--- src/rtl/ws2812b_pixel_streamer.sv ---
`timescale 1ns/1ps
`default_nettype none
// ============================================================================
// Module   : ws2812b_pixel_streamer
// Function : Serialises valid/ready pixel words MSB-first as WS2812B NRZ codes,
//            with seamless back-to-back pixels, underrun flag and frame latch.
// Revision : 1.0  initial release
// ============================================================================
module ws2812b_pixel_streamer #(
    parameter int PIXEL_BITS      = 24,
    parameter int BIT_PERIOD_CLKS = 62,
    parameter int T0H_CLKS        = 19,
    parameter int T1H_CLKS        = 39,
    parameter int RESET_CLKS      = 2600
) (
    input  logic                  clk,
    input  logic                  reset,
    input  logic [PIXEL_BITS-1:0] pixel_data,
    input  logic                  pixel_last,
    input  logic                  pixel_valid,
    output logic                  pixel_ready,
    output logic                  dout,
    output logic                  busy,
    output logic                  underrun,
    output logic                  frame_done
);

    localparam int CNT_MAX = (BIT_PERIOD_CLKS > RESET_CLKS) ? BIT_PERIOD_CLKS : RESET_CLKS;
    localparam int CNT_W   = $clog2(CNT_MAX + 1);
    localparam int IDX_W   = (PIXEL_BITS > 1) ? $clog2(PIXEL_BITS) : 1;

    localparam logic [CNT_W-1:0] c_BIT_LAST = CNT_W'(BIT_PERIOD_CLKS - 1);
    localparam logic [CNT_W-1:0] c_RST_LAST = CNT_W'(RESET_CLKS - 1);
    localparam logic [CNT_W-1:0] c_T0H      = CNT_W'(T0H_CLKS);
    localparam logic [CNT_W-1:0] c_T1H      = CNT_W'(T1H_CLKS);
    localparam logic [IDX_W-1:0] c_IDX_LAST = IDX_W'(PIXEL_BITS - 1);

    typedef enum logic [1:0] {
        S_IDLE  = 2'd0,
        S_SEND  = 2'd1,
        S_WAIT  = 2'd2,
        S_LATCH = 2'd3
    } state_t;

    state_t                state_q;
    logic [PIXEL_BITS-1:0] sr_q;
    logic                  last_q;
    logic [IDX_W-1:0]      idx_q;
    logic [CNT_W-1:0]      cnt_q;
    logic                  dout_q;
    logic                  busy_q;
    logic                  underrun_q;
    logic                  frame_done_q;

    logic w_bit_end;
    logic w_pix_end;
    logic w_xfer;

    assign w_bit_end = (cnt_q == c_BIT_LAST);
    assign w_pix_end = (state_q == S_SEND) && w_bit_end && (idx_q == c_IDX_LAST);
    assign w_xfer    = pixel_valid && pixel_ready;

    // Ready depends only on state/counters so a source may wait on it.
    always_comb begin
        pixel_ready = 1'b0;
        case (state_q)
            S_IDLE, S_WAIT: pixel_ready = 1'b1;
            S_SEND:         pixel_ready = w_pix_end && !last_q;
            default:        pixel_ready = 1'b0;
        endcase
    end

    always_ff @(posedge clk) begin
        if (reset) begin
            state_q      <= S_IDLE;
            sr_q         <= '0;
            last_q       <= 1'b0;
            idx_q        <= '0;
            cnt_q        <= '0;
            dout_q       <= 1'b0;
            busy_q       <= 1'b0;
            underrun_q   <= 1'b0;
            frame_done_q <= 1'b0;
        end else begin
            underrun_q   <= 1'b0;
            frame_done_q <= 1'b0;
            case (state_q)
                S_IDLE, S_WAIT: begin
                    dout_q <= 1'b0;
                    if (w_xfer) begin
                        sr_q    <= pixel_data;
                        last_q  <= pixel_last;
                        idx_q   <= '0;
                        cnt_q   <= '0;
                        busy_q  <= 1'b1;
                        state_q <= S_SEND;
                    end
                end
                S_SEND: begin
                    dout_q <= (cnt_q < (sr_q[PIXEL_BITS-1] ? c_T1H : c_T0H));
                    if (w_bit_end) begin
                        cnt_q <= '0;
                        sr_q  <= sr_q << 1;
                        idx_q <= idx_q + 1'b1;
                        if (idx_q == c_IDX_LAST) begin
                            idx_q <= '0;
                            if (w_xfer) begin
                                sr_q   <= pixel_data;
                                last_q <= pixel_last;
                            end else if (last_q) begin
                                state_q <= S_LATCH;
                            end else begin
                                underrun_q <= 1'b1;
                                state_q    <= S_WAIT;
                            end
                        end
                    end else begin
                        cnt_q <= cnt_q + 1'b1;
                    end
                end
                default: begin
                    dout_q <= 1'b0;
                    if (cnt_q == c_RST_LAST) begin
                        cnt_q        <= '0;
                        busy_q       <= 1'b0;
                        frame_done_q <= 1'b1;
                        state_q      <= S_IDLE;
                    end else begin
                        cnt_q <= cnt_q + 1'b1;
                    end
                end
            endcase
        end
    end

    assign dout       = dout_q;
    assign busy       = busy_q;
    assign underrun   = underrun_q;
    assign frame_done = frame_done_q;

endmodule
`default_nettype wire

--- config.mk ---
export PLATFORM = sky130hd
export DESIGN_NAME = ws2812b_pixel_streamer
export DESIGN_NICKNAME = d
export VERILOG_FILES = /design/src/rtl/ws2812b_pixel_streamer.sv
export SDC_FILE = /design/constraint.sdc
export NUM_CORES = 1
export LEC_CHECK = 0
export CORE_ASPECT_RATIO = 1.5
export CORE_MARGIN = 1
export CORE_UTILIZATION = 55
export DETAILED_ROUTE_END_ITERATION = 10
export PLACE_DENSITY = 0.74
export SYNTH_ARGS = -nofsm -noshare
export SYNTH_HDL_FRONTEND = slang
export SYNTH_SLANG_ARGS = --single-unit
--- constraint.sdc ---
create_clock -name clk -period 1.9 [get_ports clk]
set_input_delay 0.475 -clock clk [delete_from_list [all_inputs] [get_ports clk]]
set_output_delay 0.475 -clock clk [all_outputs]
set_load 0.02 [all_outputs]
# Yosys cells after proc, flatten, opt, wreduce, memory -nomap -nowiden
# Cells that the tools add are included.
[op_classes]
add_sub_neg = 2
reduce_logical = 17
n_lt_le_gt_ge = 1
bitwise = 3
muxes = 31
eq_ne = 9
[op_table]
columns = ["op", "n"]
rows = [
  ["24-bit 2-to-1 mux", 4],
  ["24-bit case mux with 2 select lines", 1],
  ["12-bit 2-to-1 mux", 3],
  ["12-bit case mux with 2 select lines", 1],
  ["5-bit 2-to-1 mux", 3],
  ["12-bit by 1-bit adder with 12-bit output, second input constant", 1],
  ["12-bit == test, second input constant", 1],
  ["12-bit by 6-bit == test with 1-bit output, second input constant", 1],
  ["12-bit by 6-bit less-than comparator with 1-bit output", 1],
  ["2-bit 2-to-1 mux", 5],
  ["5-bit case mux with 2 select lines", 1],
  ["3-bit AND reduction", 3],
  ["1-bit 2-to-1 mux", 8],
  ["6-bit 2-to-1 mux", 1],
  ["2-bit != test, second input constant", 3],
  ["1-bit case mux with 2 select lines", 3],
  ["5-bit by 1-bit adder with 5-bit output, second input constant", 1],
  ["5-bit == test, second input constant", 1],
  ["5-bit AND reduction", 1],
  ["5-bit OR reduction", 1],
  ["1-bit logical AND", 4],
  ["2-bit case mux with 2 select lines", 1],
  ["2-bit nonzero test", 2],
  ["2-bit OR reduction", 2],
  ["other kinds (8)", 10],
]
[totals]
input_bits = 28
wordCells = 72
out_inout_bits = 5
ff_bits = 48

# Logic depth before layout (Yosys ltp)
[depth]
ltp_word = 10
ltp_mapped = 8
mapped_depth_nobuf = 6

# Least setup slack after synthesis
# Ideal clock, no wire load.
[synth_path]
path_type = "register -> output"
start = "register cnt_q[10]"
end = "output port pixel_ready"
path_stages_with_launch = 6
required_time_ns = 1.425
slack_ns = 0.056
t_arrival_ns = 1.369
n_path_buf = 1
path_cell_list = "dfxtp_1 nor4_4 and4_4 buf_6 a21oi_1 inv_1"
[synth_via]
elab_chain_len = 5
[synth_lines]
columns = ["item", "line_no", "text"]
rows = [
  ["start, declared", "49", "logic [CNT_W-1:0] cnt_q;"],
  ["start signal, assigned", "118", "cnt_q <= cnt_q + 1'b1;"],
  ["start signal, assigned", "129", "cnt_q <= cnt_q + 1'b1;"],
  ["12-bit by 6-bit == test with 1-bit output", "59", "assign w_bit_end = (cnt_q == c_BIT_LAST);"],
  ["1-bit logical AND (2 in a row)", "60", "assign w_pix_end = (state_q == S_SEND) && w_bit_end && (idx_q == c_IDX_LAST);"],
  ["1-bit logical AND", "68", "S_SEND: pixel_ready = w_pix_end && !last_q;"],
  ["1-bit case mux with 2 select lines", "66", "case (state_q)"],
  ["end, declared", "21", "output logic pixel_ready,"],
]
# Every way passes these cells.

# Worst setup path after layout
[layout_path]
start = "register cnt_q[1]"
end = "output port pixel_ready"
# The elaborated chain is that of the path after synthesis.

==> summary.md <==
| Metric | Value |
|---|---|
| Status | finished with violations |
| Violated checks | setup timing |
| Fin util | 73.0% |
| Post-route ant nets | 0 |
| Synth Warn # | 0 |
| Share of cells above drive strength 1 | 23.7% |
| Row count | 32 |
| Final instance count without filler cells | roughly 470 |
| Mapped Area | 3040 µm² |
| Crit path launch type | register |
| Final setup violation count | 1 |
| Vias | 2934 |
| Crit path required time | 1.42 ns |
| Pre-CTS setup slack | -0.240 ns |
| Worst slew pin tran | 0.410 ns |
| Met1 GRT Util | 33.9% |
| CTS H-tree lvls | 2 |
| Rel. slew slack | 72.6% |
| CTS Buf Count | 5 |
| DR pass1 iterations | 4 |
| Synth Flop Type | dfxtp_1 |
| Final Cycle Share | 105% |
| Total gr overflow | 0 |
| Crit path arrival time | between 1.5 and 2 ns |
| Min-delay worst type | register to register |
| Largest net degree at the start of global routing | 51 |
| Final wirelength | 7870 µm |
| Met3 GRT Util | 3.41% |
| Worst Setup End Kind | output port |
| Initial antenna violation count | 0 |
| Setup WS post-layout | -0.0905 ns |
| HPWL Detailed | roughly 5200 µm |
| Die H | 93.0 µm |
| Port buffer count | 32 |
| Vias in the first global route | 2902 |
| Starting DRC count in detailed routing | between 150 and 200 |
| CTS max path bufs | 2 |
| Die Wd | 62.7 µm |
| Syn avg cell area | 8.73 µm² |
| Pwr Total | around 2.1 mW |
| Gr usage total | 28.2% |
| Sequential area share after synthesis | between 30% and 40% |
| Die area | 5830 µm² |
| Hold path startpoint | busy$_SDFFE_PP0P_ |
| Routed WL per cell | 16.6 µm |
| Ant diodes | 0 |
| Vias per cell | 6.20 |
| Slew Limit Fails | 0 |
| CP Launch Point | cnt_q[1]$_SDFFE_PP0P_ |
| Yosys reg bits | 48 |
| Minimum clock period | 1.99 ns |
| CP Class | register to output port |
| Synth-to-layout area growth | 26.1% |
| Clk slew on worst S/H paths | around 0.090 ns |
| Gpl congestion | 0.878 |
| Total placed cells including tap cells | 462 |
| Clk Latency, worst-skew pair | roughly 0.3 ns |
| Layer with the highest usage | met2 |
| Achievable frequency | around 500 MHz |
| Clock Skews | 0.0105 ns |
| Crit path max fanout | 2 |
| Remaining DRCs | 0 |
| Core area | ~5200 µm² |
| Gate Count Post-Synth | 348 |
| Number of flops mapped to enable cells by yosys | 0 |
| Async set-reset flop share out of synthesis | 0% |
| CTS root buf | clkbuf_8 |
| Leakage | 1.29 nW |
| CTS tree | yes |
| Worst vdd ir | 332 µV |
| Critical register-to-register path startpoint | cnt_q[11]$_SDFFE_PP0P_ |
| I/O Pins | 33 |
| RSZ-0062 raised after global routing | true |
| Final hold vios | 0 |
| CTS Sinks | 48 |
| Pwr Density | 555 nW/µm² |
| Number of max-cap violations | 0 |
| Syn_nets | 382 |
| Met2 GRT Util | 50.5% |
| # nets final | 438 |
| Initial core utilization | 57.9% |
| Synth cell types | 55 |
| First-pass GRT wire length | 13300 µm |
## sequential cells by signal, indices dropped and copies added (netlist names)
register	count
busy	1
cnt_q	12
dout	1
frame_done	1
idx_q	5
last_q	1
sr_q	24
state_q	2
underrun	1
## cells in the final DEF, fill, tap and decap left out, types with 4 or more instances in the layout
cell and count:
nor2_1 14, nand2_1 34, buf_12 5, a21oi_1 11, dfxtp_1 42, dfxtp_2 6, a311oi_2 20, clkdlybuf4s50_1 30
nor3_1 28, o21ai_0 4, clkbuf_8 6, o2bb2ai_1 23, nand3_1 33, inv_1 9, xnor2_1 6, nand3b_1 23
ha_1 5, nand4_1 5, buf_4 41
## timing repair
item / 4_1_cts / 5_1_grt
cloned: 0 / 1
pin swaps: 5 / 1
buffers inserted: 1 / 1
setup endpoints to repair: 1 / 26
resized for setup: 13 / 8
hold buffers: 0 / 0
## cells in the mapped netlist (2+ instances only)
master,number,area share (%)
xnor2_1,6,1.7
nand4_1,5,1.0
nor2_1,15,1.9
xor2_1,3,0.87
nand3b_1,23,5.7
nand3_1,33,5.4
o41ai_2,2,1.1
buf_6,2,0.74
nand2b_1,3,0.62
buf_2,8,1.3
and4_1,2,0.58
or3_1,2,0.41
buf_4,2,0.49
nand4b_1,3,0.87
nor3_1,28,4.6
nor3b_1,2,0.49
ha_1,6,2.5
dfxtp_1,48,32
and2_1,2,0.41
o21ai_0,4,0.66
inv_1,10,1.2
a311oi_2,20,9.9
buf_12,2,1.3
and4b_1,2,0.66
and3_1,3,0.62
a21oi_1,12,2.0
nand2_1,34,4.2
o2111ai_1,2,0.58
nor4bb_1,2,0.66
clkbuf_1,13,1.6
o2bb2ai_1,23,6.6
a311oi_1,3,0.87
## layout make-up
type                       instances  area, µm²
sequential                        48        968
inverter                          10       37.5
fill                             418       1420
tap                               68       85.1
clock buffer                       8       90.1
multi-input combinational        260       1900
timing repair buffer              79        749
## metrics by stage
stage / hold slack, ns / cell area (µm²) / setup TNS (ns)
after floorplan: 0.456 / 3040 / 0
after global placement: 0.462 / 3650 / -3.49
after detailed placement: 0.467 / 3650 / -4.17
after CTS: 0.480 / 3760 / -0.0739
after global routing: 0.527 / 3830 / -1.81
final: 0.477 / 3830 / -0.0905
## critical path, stage by stage (launching register included)
cell	delay [ns]
dfxtp_2	0.33
inv_1	0.04
ha_1	0.17
and3_1	0.15
and4_4	0.20
a21oi_4	0.15
inv_2	0.05
buf_6	0.12
## metal layers
| layer | vias up | share of wire (%) |
|---|---|---|
| li1 | 1438 | - |
| met1 | 1429 | 43 |
| met2 | 57 | 53 |
| met3 | 10 | 2.2 |
| met4 | 0 | 1.7 |
| met5 | - | 0 |
## path summary, 6_finish.rpt
path	end	slack, ns	cells after the start
max	pixel_ready	-0.09	7
min	busy$_SDFFE_PP0P_	0.48	2
max reg2reg	sr_q[12]$_SDFFE_PP0P_	0.02	6
min reg2reg	busy$_SDFFE_PP0P_	0.48	2
## report_power, final
group,internal [mW],leakage [nW],total [mW],switching [mW]
Combinational,0.194,0.846,0.401,0.207
Clock,0.298,0.0455,0.631,0.333
Sequential,1.05,0.396,1.09,0.0396
## kinds of logic after synthesis
| group | Yosys count | synth area share (%) |
|---|---|---|
| compound gates | 79 | 25.5 |
| flops | 48 | 31.6 |
| xor+xnor | 9 | 2.59 |
| fa+ha+maj | 6 | 2.47 |
| buf+inv | 40 | 7.25 |
| simple gates | 166 | 30.5 |
Power figures use the tool's default switching activity.
